`src/rtl/bar_port_arbiter.sv`:
```
// bar_port_arbiter
//   Arbitrates four engines (0 linear, 1 qkmm, 2 softmax, 3 attmm) onto one
//   SRAM bar port. Round-robin grant with optional burst lock, a forced
//   release after MAX_LOCK consecutive locked cycles, and a registered read
//   return pipeline that steers bar_data_out's valid strobe back to the
//   requester that issued the read.
//
// Ports
//   clk, rst_n          clock, asynchronous active-low reset
//   req[3:0]            per-requester access request
//   lock[3:0]           per-requester burst hold (effective only with req)
//   we[3:0]             per-requester write enable (1 write, 0 read)
//   addr[4*32-1:0]      per-requester address, requester i at [32i+31:32i]
//   wdata[4*WIDTH-1:0]  per-requester write data, requester i at slice i
//   gnt[3:0]            one-hot-or-zero grant, access issued same cycle
//   rvalid[3:0]         read data valid, RD_LAT cycles after a read grant
//   rdata               bar_data_out broadcast, unregistered
//   bar_write_en        SRAM write enable
//   bar_addr            SRAM address
//   bar_data_in         SRAM write data
//   bar_data_out        SRAM read data
module bar_port_arbiter #(
    parameter int WIDTH    = 64,
    parameter int RD_LAT   = 1,
    parameter int MAX_LOCK = 16
) (
    input  logic                 clk,
    input  logic                 rst_n,
    input  logic [3:0]           req,
    input  logic [3:0]           lock,
    input  logic [3:0]           we,
    input  logic [4*32-1:0]      addr,
    input  logic [4*WIDTH-1:0]   wdata,
    output logic [3:0]           gnt,
    output logic [3:0]           rvalid,
    output logic [WIDTH-1:0]     rdata,
    output logic                 bar_write_en,
    output logic [31:0]          bar_addr,
    output logic [WIDTH-1:0]     bar_data_in,
    input  logic [WIDTH-1:0]     bar_data_out
);

    localparam int CNT_W = $clog2(MAX_LOCK + 1);
    localparam logic [CNT_W-1:0] CNT_MAX = CNT_W'(MAX_LOCK);

    typedef enum logic {
        ST_FREE,
        ST_LOCKED
    } lock_state_t;

    lock_state_t      state;
    lock_state_t      state_next;
    logic [1:0]       owner;
    logic [1:0]       owner_next;
    logic [CNT_W-1:0] lock_cnt;
    logic [CNT_W-1:0] lock_cnt_next;
    logic [1:0]       ptr;
    logic [1:0]       ptr_next;
    logic             cool_valid;
    logic             cool_valid_next;
    logic [1:0]       cool_id;
    logic [1:0]       cool_id_next;

    // Grant decode
    logic             held;
    logic             any_gnt;
    logic [1:0]       gid;
    logic             rr_found;
    logic [1:0]       rr_id;
    logic [1:0]       idx;

    // Lock bookkeeping
    logic             eligible;
    logic             acquire;
    logic [CNT_W-1:0] hold_cnt;

    // Read return pipeline
    logic [RD_LAT-1:0] pipe_valid;
    logic [1:0]        pipe_id [RD_LAT];
    logic              read_issue;

    // ------------------------------------------------------------------
    // State register
    // ------------------------------------------------------------------
    always_ff @(posedge clk or negedge rst_n) begin
        if (!rst_n) begin
            state      <= ST_FREE;
            owner      <= '0;
            lock_cnt   <= '0;
            ptr        <= '0;
            cool_valid <= 1'b0;
            cool_id    <= '0;
        end else begin
            state      <= state_next;
            owner      <= owner_next;
            lock_cnt   <= lock_cnt_next;
            ptr        <= ptr_next;
            cool_valid <= cool_valid_next;
            cool_id    <= cool_id_next;
        end
    end

    // ------------------------------------------------------------------
    // Output logic: grant selection and bar mux
    // ------------------------------------------------------------------
    always_comb begin
        held     = (state == ST_LOCKED) && req[owner] && lock[owner];
        rr_found = 1'b0;
        rr_id    = '0;
        idx      = '0;
        // First requester at or above ptr, wrapping modulo 4
        for (int unsigned k = 0; k < 4; k++) begin
            idx = ptr + 2'(k);
            if (!rr_found && req[idx]) begin
                rr_found = 1'b1;
                rr_id    = idx;
            end
        end
        if (held) begin
            any_gnt = 1'b1;
            gid     = owner;
        end else begin
            any_gnt = rr_found;
            gid     = rr_id;
        end
    end

    always_comb begin
        gnt          = '0;
        bar_write_en = 1'b0;
        bar_addr     = '0;
        bar_data_in  = '0;
        if (any_gnt) begin
            gnt          = 4'b0001 << gid;
            bar_write_en = we[gid];
            bar_addr     = addr[32*gid +: 32];
            bar_data_in  = wdata[WIDTH*gid +: WIDTH];
        end
    end

    assign rdata = bar_data_out;

    // ------------------------------------------------------------------
    // Next-state logic
    // ------------------------------------------------------------------
    always_comb begin
        state_next      = ST_FREE;
        owner_next      = owner;
        lock_cnt_next   = '0;
        ptr_next        = ptr;
        cool_valid_next = 1'b0;
        cool_id_next    = cool_id;

        // ptr follows every grant; while locked this keeps it at owner+1,
        // so a release cycle re-arbitrates starting just past the owner.
        if (any_gnt) begin
            ptr_next = gid + 2'd1;
        end

        eligible = !(cool_valid && (cool_id == gid));
        acquire  = !held && any_gnt && lock[gid] && eligible;
        hold_cnt = held ? (lock_cnt + CNT_W'(1)) : CNT_W'(1);

        if (held || acquire) begin
            if (hold_cnt >= CNT_MAX) begin
                // Forced release: owner sits out lock acquisition next cycle
                state_next      = ST_FREE;
                lock_cnt_next   = '0;
                cool_valid_next = 1'b1;
                cool_id_next    = gid;
            end else begin
                state_next    = ST_LOCKED;
                owner_next    = gid;
                lock_cnt_next = hold_cnt;
            end
        end
    end

    // ------------------------------------------------------------------
    // Read return pipeline: {valid, id} delayed RD_LAT cycles
    // ------------------------------------------------------------------
    assign read_issue = any_gnt && !we[gid];

    always_ff @(posedge clk or negedge rst_n) begin
        if (!rst_n) begin
            pipe_valid <= '0;
            for (int unsigned s = 0; s < RD_LAT; s++) begin
                pipe_id[s] <= '0;
            end
        end else begin
            pipe_valid[0] <= read_issue;
            pipe_id[0]    <= gid;
            for (int unsigned s = 1; s < RD_LAT; s++) begin
                pipe_valid[s] <= pipe_valid[s-1];
                pipe_id[s]    <= pipe_id[s-1];
            end
        end
    end

    always_comb begin
        rvalid = '0;
        if (pipe_valid[RD_LAT-1]) begin
            rvalid = 4'b0001 << pipe_id[RD_LAT-1];
        end
    end

endmodule

```
`config.mk`:
```
export PLATFORM = sky130hd
export DESIGN_NAME = bar_port_arbiter
export DESIGN_NICKNAME = d
export VERILOG_FILES = /design/src/rtl/bar_port_arbiter.sv
export SDC_FILE = /design/constraint.sdc
export NUM_CORES = 1
export LEC_CHECK = 0
export ABC_AREA = 1
export BUFFER_PORTS_ARGS = -buffer_cell sky130_fd_sc_hd__buf_2
export CORE_AREA = 5 5 240 242
export DETAILED_ROUTE_END_ITERATION = 8
export DIE_AREA = 0 0 245 247
export SYNTH_ARGS = -nofsm -noshare
export SYNTH_HDL_FRONTEND = slang
export SYNTH_SLANG_ARGS = --single-unit
export TNS_END_PERCENT = 1
```
`constraint.sdc`:
```
create_clock -name clk -period 3.3 [get_ports clk]
set_input_delay 0.495 -clock clk [delete_from_list [all_inputs] [get_ports clk]]
set_output_delay 0.495 -clock clk [all_outputs]
set_load 0.02 [all_outputs]
```
==> out/summary.txt, run 1 <==
Data required, critical path: 2800 ps
CTS Buf Count: 3
Clock Path Buffers: 2
Crit path max-delay cell type: dfrtp_2
Full die area: 60,500 sq um
CP delay by family, top: simple AND/OR/NAND/NOR gates
Post-synth top area share: 42.3%
Tot GR Track Use: 10.1%
Via density: 3.93
Crit path depth: 19
CP Cell Sequence: clkinv_4 > nand2_1 > nand2_2 > nand2_2 > nand2_2 > nor2_4 > nand3_4 > nand2_4 > inv_4 > nand2_8 > clkinv_8 > buf_16 > buf_12 > clkbuf_16 > nand2_1 > nand3_1 > nand2_1 > a31oi_1 > buf_4
Wire per inst: 17.6 microns
CTS tree: done
Placed cell area: 7900 sq um
CP Capture Type: output pin
Detailed placer's ending HPWL: 28,700 microns
GPL Wtd Cong: 0.862
Initial antenna violation count: 17
Cell variety after synth: 28
Die Y-Extent: 247 microns
Worst Path Arrival: 2700 ps
Mapped Area: 4920 sq um
Final non-filler cell area: 8780 sq um
Mapped Cells: 992
Synth area leader: nand2_1
Top post-synthesis cells by area: nand2_1, a31oi_1, nand3_1
Fin cells: 2,137
Yosys reg bits: 16
RSZ-0062 raised after global routing: yes
Worst path max stage delay: 470 ps
CTS Sinks: 16
Maximum clock rate: 0.313 GHz
Final number of hold-violating endpoints: 0
Worst r2r src: ptr[0]
H-tree depth: 1
GRT overflow: 0
Root Buffer: clkbuf_16
Worst path buffer plus inverter count: 7
Antenna Nets Post-Route: 0
Layout net count: 1,898
Worst-Margin Slew: 556 ps
Commonest non-fill, non-tap cell in the layout: nand2_1
Fillers: 6,469
Hold Slack: 159 ps
FP Rows: 86
Worst R2R Path Depth: 22
Worst-Skew Late Latency: 240 ps
Status: finished clean
Synth-to-layout area growth: 78.5%
Final setup fails: 0
Final Cycle Share: 96.8%
Placed insts: 2,096
Synth warnings: 0
Share of cells above drive strength 1: 43.8%
Initial DRT Pass Iterations: 5
Core area: 54,900 sq um
Syn Area/Cell: 4.96 sq um
RR Endpoint: owner[0]
DRC violations left: 0
Global-route wire length before repair: 47,000 microns
Mapped Nets: 1,459
Most frequent cells in the layout: nand2_1, buf_2, nand3_1, a31oi_1, buf_4
Worst R2R Setup Slack: 670 ps
Number of global-route vias before repair: 7,902
Setup Crit Path Kind: flop to output pin
Sequential cell area fraction in the yosys report: 8.14%
Initial DRC count: 515
Port Buffers: 502
Worst Hold Class: input port to asynchronous set/reset pin
IO Count: 631
Post-Route WL: 37,600 microns
Fin crit period: 3190 ps
Clock Skew: 3.19 ps
DR vias: 8,391
Startpoint types: flop
Clk slew on worst S/H paths: 50 ps
Slew Viols, Final: 0
Die W: 245 microns
CTS Hold Buffers Added: 0
Slew Limit Headroom: 62.9%
Worst-path maximum fanout: 8
Effective utilization at floorplan: 8.97%
Largest net degree at the start of global routing: 105
Max-Cap Viols: 0
## worst reg2reg max path, delay by kind of cell (launching register included)
| kind | cells | cell delay (ps) |
|---|---|---|
| AND/OR/NAND/NOR | 16 | 1190 |
| buffers and inverters | 5 | 720 |
| flip-flops | 1 | 480 |
| AO/OA/AOI/OAI | 1 | 130 |
## synthesized netlist by cell type, drive strengths merged
cell type / n
nand3: 119
nor3: 4
nor2: 8
dfrtp: 16
clkbuf: 17
buf: 123
ha: 5
xor2: 2
a31oi: 96
a21boi: 2
nand3b: 1
nand4: 1
a21oi: 4
xnor2: 1
nand2: 557
o21ai: 3
conb: 1
inv: 32
## kinds of logic after synthesis
kind of cell | Yosys count | synth area share (%)
adder cells (fa/ha/maj) | 5 | 1.27
AND/OR/NAND/NOR | 690 | 56.2
flip-flops | 16 | 8.14
buffers and inverters | 172 | 20.5
AO/OA/AOI/OAI | 105 | 13.2
other | 1 | 0.0762
XOR/XNOR | 3 | 0.534
## per-layer routing
layer	vias up	part of all wire [%]	routed length [microns]	GRT usage [%]
met1	3665	37	14100	11.4
li1	4031	-	-	-
met5	-	0.029	11	0
met4	2	5.0	1860	4.62
met3	115	10	3880	3.29
met2	578	47	17800	17.3
## worst max path at each step
stage | from | endpoint
3_5_place_dp | req[3] | bar_data_in[4]
6_report | ptr[0] | bar_addr[12]
4_1_cts | ptr[0] | bar_data_in[4]
3_3_place_gp | req[3] | bar_data_in[4]
5_1_grt | ptr[0] | bar_addr[12]
2_1_floorplan | ptr[0] | bar_addr[2]
## through the flow
| step | setup TNS (ps) | worst slack [ps] | util (%) |
|---|---|---|---|
| 2_1_floorplan | 0 | 632 | - |
| 3_3_place_gp | 0 | 111 | 14.4 |
| 3_5_place_dp | 0 | 78.2 | 14.4 |
| 4_1_cts | 0 | 6.59 | 14.6 |
| 5_1_grt | -845 | -71.5 | 16.0 |
| 6_report | 0 | 106 | 16.0 |
## layout make-up
class,count,area (sq um),area share (%)
Antenna cell,3,7.51,0.0855
Tap cell,704,881,10.0
Timing Repair inverter,1,6.26,0.0712
Sequential cell,16,403,4.59
Timing Repair Buffer,573,3560,40.5
Multi-Input combinational cell,804,3690,42.1
Clock buffer,4,88.8,1.01
Inverter,32,145,1.65
## repair_timing
action                                  in CTS  in global routing
resized for setup                            7                 81
buffers inserted                             0                 20
cloned                                       0                 14
pin swaps                                    0                 14
endpoints found under the setup margin      27                 92
## sequential cells by signal, indices dropped and copies added, names as in the netlist
register	flops
lock_cnt	5
cool_id	2
owner	2
pipe_id	2
ptr	2
cool_valid	1
pipe_valid	1
state	1
Power of run 1 is not shown: default switching activity piles up to over one toggle a cycle in this logic, so the estimate is an artifact.
==> run 2: changes to the inputs <==
Settings changed: CELL_PAD_IN_SITES_DETAIL_PLACEMENT from default to 0, CELL_PAD_IN_SITES_GLOBAL_PLACEMENT from default to 1, CORE_AREA 5 5 240 242 to 5 5 242 244, DIE_AREA 0 0 245 247 to 0 0 247 249, PLACE_DENSITY_LB_ADDON from default to 0.1.
==> run 2 against run 1 <==
  * Sequential share of layout area is 0.34 points lower
  * Non-clock buffer count is 17 higher
  * Register-to-register slack got worse by 110 ps
  * Worst setup slack better by 14 ps
  * Die area rose by 1.6%
  * Count of clock-buffer cells in the layout stayed put
  * Critical path depth fell by 2
==> out/summary.txt, run 2 (synthesis results as in run 1) <==
Placed cell area: 8180 sq um
Share of cells above drive strength 1: 44.6%
Die Y-Extent: 249 microns
Critical Path Sink: bar_data_in[40]
IO Count: 631
Flip-flop count of the largest register after layout: 5
Clock Skew: 3.34 ps
CP Cell Sequence: buf_4 > nand2_2 > nand2_4 > nand2_4 > nand2_2 > nor2_4 > nand4_1 > nand2_2 > nand2_4 > nand2_8 > clkinv_8 > buf_16 > clkbuf_16 > nand3_1 > nand2_1 > a31oi_1 > buf_4
DRC violations left: 0
Max-Cap Viols: 0
H-tree depth: 1
Detailed placer's ending HPWL: 31,700 microns
Post-Route WL: 43,100 microns
Via density: 3.75
CTS Sinks: 16
Status: finished clean
Fin cells: 2,213
Clk slew on worst S/H paths: 50 ps
Worst-Margin Slew: 596 ps
Slew Viols, Final: 0
Initial DRC count: 252
Number of global-route vias before repair: 8,546
Slew Limit Headroom: 60.3%
Port Buffers: 502
Worst path max stage delay: 460 ps
Layout net count: 1,914
Crit path max-delay cell type: dfrtp_2
GPL Wtd Cong: 0.808
Initial antenna violation count: 20
CTS tree: done
Worst Hold Class: input port to asynchronous set/reset pin
Fin crit period: 3180 ps
Final non-filler cell area: 9480 sq um
Final number of hold-violating endpoints: 0
Global-route wire length before repair: 55,200 microns
Antenna Nets Post-Route: 0
Setup Crit Path Kind: flop to output pin
Final Cycle Share: 96.4%
Die W: 247 microns
GRT overflow: 0
Worst R2R Path Depth: 20
FP Rows: 87
Tot GR Track Use: 11.6%
Worst R2R Setup Slack: 560 ps
DR vias: 8,304
Wire per inst: 19.5 microns
Final setup fails: 0
Worst Path Arrival: 2690 ps
CTS Buf Count: 3
Full die area: 61,500 sq um
Maximum clock rate: 0.314 GHz
Most frequent cells in the layout: nand2_1, buf_2, nand3_1, a31oi_1, buf_4
Hold Slack: 175 ps
Core area: 56,100 sq um
Worst-path maximum fanout: 7
Root Buffer: clkbuf_16
Synth-to-layout area growth: 92.7%
Largest net degree at the start of global routing: 105
Fillers: 6,696
Worst-Skew Late Latency: 250 ps
Clock Path Buffers: 2
Final Util: 16.9%
Commonest non-fill, non-tap cell in the layout: nand2_1
Worst r2r src: ptr[0]
Startpoint types: flop
Effective utilization at floorplan: 8.78%
Launch point of the worst path: ptr[0]
Placed insts: 2,160
RSZ-0062 raised after global routing: yes
RR Endpoint: owner[0]
Data required, critical path: 2800 ps
CP Capture Type: output pin
Reg with most FFs: lock_cnt
Initial DRT Pass Iterations: 4
## run 2: cell type report
class                      instances  area (sq um)  area share (%)
sequential                        16           403            4.25
multi-input combinational        804          3780            39.8
tap                              756           946            9.97
timing repair buffer             590          4080            43.0
antenna                           11          27.5           0.290
inverter                          32           164            1.73
clock buffer                       4          88.8           0.937
## run 2: worst min-delay path by stage
stage / from / to / slack [ps] / depth (start not counted)
finish: rst_n / cool_id[1] / 170 / 1
global route: rst_n / cool_id[1] / 210 / 1
CTS: rst_n / cool_id[1] / 190 / 1
detailed placement: rst_n / pipe_id[0] / 460 / 1
global placement: rst_n / pipe_id[0] / 460 / 1
floorplan: rst_n / cool_id[0] / 200 / 0
## run 2: per-layer routing
layer	up-vias	GRT usage, %	part of all wire (%)
met5	-	0	0.24
met3	61	4.14	8.6
li1	4078	-	-
met2	403	20.8	49
met1	3746	12.7	39
met4	16	3.46	2.9
## run 2: timing repair
item | CTS | global route
resized for setup | 18 | 119
pin swaps | 0 | 12
endpoints found under the setup margin | 97 | 101
setup buffers | 1 | 16
hold buffers | 0 | 0
cloned | 0 | 21
## run 2: critical path: cells and delay by family, from the launching register on
kind                   cells  cell delay [ps]
AOI/OAI and AO/OA          1              180
buffers and inverters      5              760
DFF                        1              460
and+or+nand+nor           11             1030
## run 2: stage by stage
stage	setup TNS, ps	setup WS, ps
6_report	0	120
5_1_grt	-148	-27.6
4_1_cts	-266	-53.7
3_5_place_dp	0	28.1
3_3_place_gp	-64.3	-32.1
2_1_floorplan	0	632
Power of run 2 is left out for the same reason.
